### config.mk
export PLATFORM = sky130hd
export DESIGN_NAME = minibyte_regmux
export DESIGN_NICKNAME = d
export VERILOG_FILES = /design/src/rtl/minibyte_pkg.sv /design/src/rtl/minibyte_rr_arbiter.sv /design/src/rtl/minibyte_regmux.sv
export SDC_FILE = /design/constraint.sdc
export NUM_CORES = 1
export LEC_CHECK = 0
export ABC_AREA = 1
export BUFFER_PORTS_ARGS = -buffer_cell sky130_fd_sc_hd__buf_2
export CAP_MARGIN = 5
export CORE_MARGIN = 1.5
export CORE_UTILIZATION = 49
export DETAILED_ROUTE_END_ITERATION = 10
export PLACE_DENSITY_LB_ADDON = 0.25
export SETUP_SLACK_MARGIN = 0.1
export SKIP_LAST_GASP = 1
export SLEW_MARGIN = 20
export SYNTH_ARGS = -nofsm -noshare
export SYNTH_HDL_FRONTEND = slang
export SYNTH_SLANG_ARGS = --single-unit
export TNS_END_PERCENT = 10
### constraint.sdc
create_clock -name clk_in -period 4.3 [get_ports clk_in]
set_clock_uncertainty 0.1 [all_clocks]
set_input_delay 0.43 -clock clk_in [delete_from_list [all_inputs] [get_ports clk_in]]
set_output_delay 0.43 -clock clk_in [all_outputs]
set_load 0.02 [all_outputs]
### src/rtl/minibyte_pkg.sv
// Shared constants for the minibyte register multiplexer family.
// Holds the data width, the arbitration mode encodings and the default channel count.
package minibyte_pkg;

  localparam int MB_DATA_W           = 8;
  localparam int MB_DEFAULT_CHANNELS = 4;

  localparam logic MODE_FIXED = 1'b0;
  localparam logic MODE_RR    = 1'b1;

endpackage

### src/rtl/minibyte_rr_arbiter.sv
// Combinational round-robin arbiter: picks the first requester after last_q, wrapping at CHANNELS-1.
// The priority pointer itself is held by the instantiating module.
module minibyte_rr_arbiter
  import minibyte_pkg::*;
#(
  parameter int CHANNELS = MB_DEFAULT_CHANNELS,
  parameter int SELW     = $clog2(CHANNELS)
) (
  input  logic [CHANNELS-1:0] req,
  input  logic [SELW-1:0]     last_q,
  input  logic                enable,
  output logic [CHANNELS-1:0] grant,
  output logic [SELW-1:0]     grant_idx,
  output logic                any_req
);

  // One extra bit on the scan index so last_q+k can exceed CHANNELS-1 before wrapping.
  logic [SELW:0] scan_idx [CHANNELS];

  always_comb begin
    for (int k = 0; k < CHANNELS; k++) begin
      scan_idx[k] = {1'b0, last_q} + (SELW+1)'(k + 1);
      if (scan_idx[k] >= (SELW+1)'(CHANNELS)) begin
        scan_idx[k] = scan_idx[k] - (SELW+1)'(CHANNELS);
      end
    end
  end

  always_comb begin
    grant     = '0;
    grant_idx = '0;
    any_req   = 1'b0;
    for (int k = 0; k < CHANNELS; k++) begin
      if (!any_req && req[scan_idx[k][SELW-1:0]]) begin
        any_req   = 1'b1;
        grant_idx = scan_idx[k][SELW-1:0];
      end
    end
    if (enable && any_req) begin
      grant[grant_idx] = 1'b1;
    end
  end

endmodule

### src/rtl/minibyte_regmux.sv
// N-channel registered multiplexer with valid/ready handshakes on every channel and the output.
// Channel choice is either steered by sel_in or made by a fair round-robin arbiter.
module minibyte_regmux
  import minibyte_pkg::*;
#(
  parameter int WIDTH    = MB_DATA_W,
  parameter int CHANNELS = MB_DEFAULT_CHANNELS,
  parameter int SELW     = $clog2(CHANNELS)
) (
  input  logic                      clk_in,
  input  logic                      rst_in,
  input  logic [CHANNELS*WIDTH-1:0] data_in,
  input  logic [CHANNELS-1:0]       valid_in,
  output logic [CHANNELS-1:0]       ready_out,
  input  logic [SELW-1:0]           sel_in,
  input  logic                      mode_in,
  output logic [WIDTH-1:0]          data_out,
  output logic [SELW-1:0]           chan_out,
  output logic                      valid_out,
  input  logic                      ready_in
);

  logic                slot_free;
  logic [SELW-1:0]     last_q;
  logic [CHANNELS-1:0] fixed_onehot;
  logic                fixed_valid;
  logic [CHANNELS-1:0] rr_grant;
  logic [SELW-1:0]     rr_idx;
  logic                rr_any;
  logic                rr_enable;
  logic [SELW-1:0]     cand;
  logic                grant;
  logic [WIDTH-1:0]    cand_data;

  assign slot_free = !valid_out || ready_in;

  // An out-of-range sel_in decodes to all zeros, so it can never produce a grant.
  always_comb begin
    fixed_onehot = '0;
    for (int i = 0; i < CHANNELS; i++) begin
      fixed_onehot[i] = (sel_in == SELW'(i));
    end
  end

  assign fixed_valid = |(fixed_onehot & valid_in);
  assign rr_enable   = !rst_in && slot_free && (mode_in == MODE_RR);

  minibyte_rr_arbiter #(
    .CHANNELS (CHANNELS),
    .SELW     (SELW)
  ) u_arbiter (
    .req       (valid_in),
    .last_q    (last_q),
    .enable    (rr_enable),
    .grant     (rr_grant),
    .grant_idx (rr_idx),
    .any_req   (rr_any)
  );

  always_comb begin
    cand  = sel_in;
    grant = 1'b0;
    if (!rst_in && slot_free) begin
      if (mode_in == MODE_RR) begin
        cand  = rr_idx;
        grant = rr_any;
      end else begin
        grant = fixed_valid;
      end
    end else if (mode_in == MODE_RR) begin
      cand = rr_idx;
    end
  end

  always_comb begin
    ready_out = '0;
    if (mode_in == MODE_RR) begin
      ready_out = rr_grant;
    end else if (grant) begin
      ready_out = fixed_onehot;
    end
  end

  always_comb begin
    cand_data = '0;
    for (int i = 0; i < CHANNELS; i++) begin
      if (cand == SELW'(i)) begin
        cand_data = data_in[i*WIDTH +: WIDTH];
      end
    end
  end

  // A new word may replace the outgoing one on the same edge, giving one word per cycle.
  always_ff @(posedge clk_in) begin
    if (rst_in) begin
      data_out  <= '0;
      chan_out  <= '0;
      valid_out <= 1'b0;
      last_q    <= SELW'(CHANNELS - 1);
    end else if (grant) begin
      data_out  <= cand_data;
      chan_out  <= cand;
      valid_out <= 1'b1;
      if (mode_in == MODE_RR) begin
        last_q <= cand;
      end
    end else if (valid_out && ready_in) begin
      valid_out <= 1'b0;
    end
  end

endmodule

==> metrics.cfg <==
[synthesis]
synth-compound-area-share_pct=11.2
synth-seq-cells=13
synth_cells=199
synthMuxAreaShare_pct=0
synth-adder-area-share_pct=0
synth-simple-area-share_pct=56.3
synth.distinct_cells=23
yosysSeqAreaShare_pct=22.2
synth_xor_area_share_pct=0
yosys_warnings=0
synth_area_mm2=0.00117
synth_top_family_by_area=simple AND/OR/NAND/NOR gates
syn_nets=241
postSynthAreaPerCell_um2=5.88

[cells_and_area]
n_antenna_cell=0
final_layout_size_suffix_gt1_share_pct=30.6
n_fill_cell=228
area_growth_pct=25.0
multi_input_area_um2=790
final_cell_mix=56 x buf_2, 54 x nand2_1, 43 x nand3_1
nNetsFinal=295
layout_commonest_cell=buf_2
seqCellArea_um2=260
finalInstanceArea_mm2=0.00146

[placement]
place_area_mm2=0.00144
finalWeightedCongestion=0.928
dp_hpwl_um=2460
portBuffers=56
post-place-ws_ns=1.50

[cts]
clk_pin_slew_ns=0.09
htreeDepth=1
post-cts-setup-buffers=0
cts_resized=0
cts_buffer_depth=2
cts_tree=done
cts_made_buffers=3
cts_sinks=13
insertion_delay_ns=0.28
root_buffer=clkbuf_4
hold_buffers=0

[setup_path]
cp.required_ns=3.77
critPathLaunchType=flip-flop
reg2reg_from=last_q[0]
path_max_fanout=24
regToRegSetupSlack_ns=1.88
path_class=reg2out
cp-end-kind=output pin
r2r-end=data_out[3]
r2r_cells=12
arrival_ns=2.61

[sta]
slew_headroom_pct=55.5
postLayoutSetupSlackWorst_ns=1.16
drv_slew=0
max_slew.worst_pin.slew_ns=0.665
rsz0062_at_grt=false
finalSetupViolations=0
final-hold-violation-count=0
period_share_pct=73.0
period_needed_ns=3.14
tns_ns=0
timing.fmax_ghz=0.319

[route]
wire_per_inst_um=11.1
first_iter_violations=49
vias_per_cell=5.22
first_pass_iters=4
drtAntennaViolNets=0
via_count=1461
routed_wirelength_um=3110
drc=0

[min_path]
hold_path.class=in2reg
min_to=valid_out
worstHoldPathCells=2
min_from=rst_in

[pwr]
cellInternalPower_uw=286
seq_power_share_pct=27.5
peakVddDrop_mv=0.238
pwr_density_cell_mw_per_mm2=386
p_switching_uw=278
clkPwrFrac_pct=13.9
switching_share_pct=49.3
combPwrFrac_pct=58.6
p_leak_nw=0.801

[global_routing]
grt_pass1_vias=1164
grt_usage_pct=25.5
grt_antenna_before_repair=0
overflow=0
grt_pass1_wl_um=5220
grt_max_degree=25

[run_status]
run_status=complete, no violations

[job]
maxCapViolations=0

[die]
die_y_um=51.9
ios=57
die-area_mm2=0.00269
rows=17
core_area_mm2=0.00223
initial_core_util_pct=52.4
die_x_um=51.9

## state kept, by name, summed over array words and instances (netlist names)
register and cells:
last_q 2, data_out 8, valid_out 1, chan_out 2
## cell families after synthesis
group,after synthesis
compound gates,21
buf+inv,26
flops,13
simple gates,139
## through the flow
stage	hold slack, ns	utilization (%)	power [mW]	instances
floorplan	0.402	-	0.415	199
detailed placement	0.387	64.3	0.483	276
finish	0.227	65.5	0.564	280
CTS	0.232	65.5	0.559	280
global route	0.241	65.5	0.619	280
global placement	0.380	64.3	0.484	276
## synthesized netlist by cell type
cell type  count  share of area, %
nor2_4         2               1.9
o21ai_0        9               3.8
dfxtp_1       13                22
nand2_2        6               3.2
o211ai_1       2               1.3
o21ai_1        3               1.3
nand3_1       43                18
nand4_1        6               3.2
a21oi_4        1               1.4
a21oi_1        2              0.86
buf_4          1              0.64
clkbuf_1       1              0.32
nand2_4        2               1.9
nand2_1       54                17
a21boi_2       1              0.96
inv_1         16               5.1
nand3_2        3               2.6
nor2_1        22               7.1
inv_2          3              0.96
o22ai_1        3               1.6
buf_6          2               1.9
buf_2          3               1.3
nand3b_1       1              0.64
## worst max-delay path, stage by stage, from the launching register on
cell	delay (ns)
dfxtp_1	0.54
nand2_1	0.12
nand2_1	0.11
inv_1	0.06
o21ai_0	0.18
nand3b_1	0.13
nand3_1	0.12
nand2_1	0.53
nand2_1	0.15
o22ai_1	0.19
buf_2	0.19
## power by group through the flow
stage	clock network, mW	registers, mW	logic [mW]
final	0.0784	0.155	0.330
after global routing	0.0830	0.158	0.378
after CTS	0.0766	0.155	0.328
after detailed placement	0	0.158	0.326
after global placement	0	0.157	0.327
after floorplan	0	0.171	0.244
## worst max path at each step
stage | from | to | slack, ns
after floorplan | last_q[0] | ready_out[0] | 1.83
after global placement | last_q[0] | ready_out[2] | 1.52
after detailed placement | last_q[0] | ready_out[2] | 1.50
after CTS | last_q[0] | ready_out[2] | 1.18
after global routing | last_q[0] | ready_out[2] | 0.87
final | last_q[0] | ready_out[2] | 1.16
## per-layer routing
metal  wire length [um]  GRT usage (%)  part of all wire (%)  vias to the layer above
li1                   -              -                     -                      772
met1               1550           39.9                    50                      605
met2               1220           33.3                    39                       82
met3                314           6.61                    10                        2
met4                 21           7.02                  0.68                        0
met5                  0              0                     0                        -
## cell type report
class,count,share of cell area [%]
flip-flops and latches,13,17.8
well taps,28,2.40
clock buffers,4,1.80
multi-input cells,160,54.0
inverters,19,4.88
repair buffers,56,19.2
(Power assumes the default switching activity.)
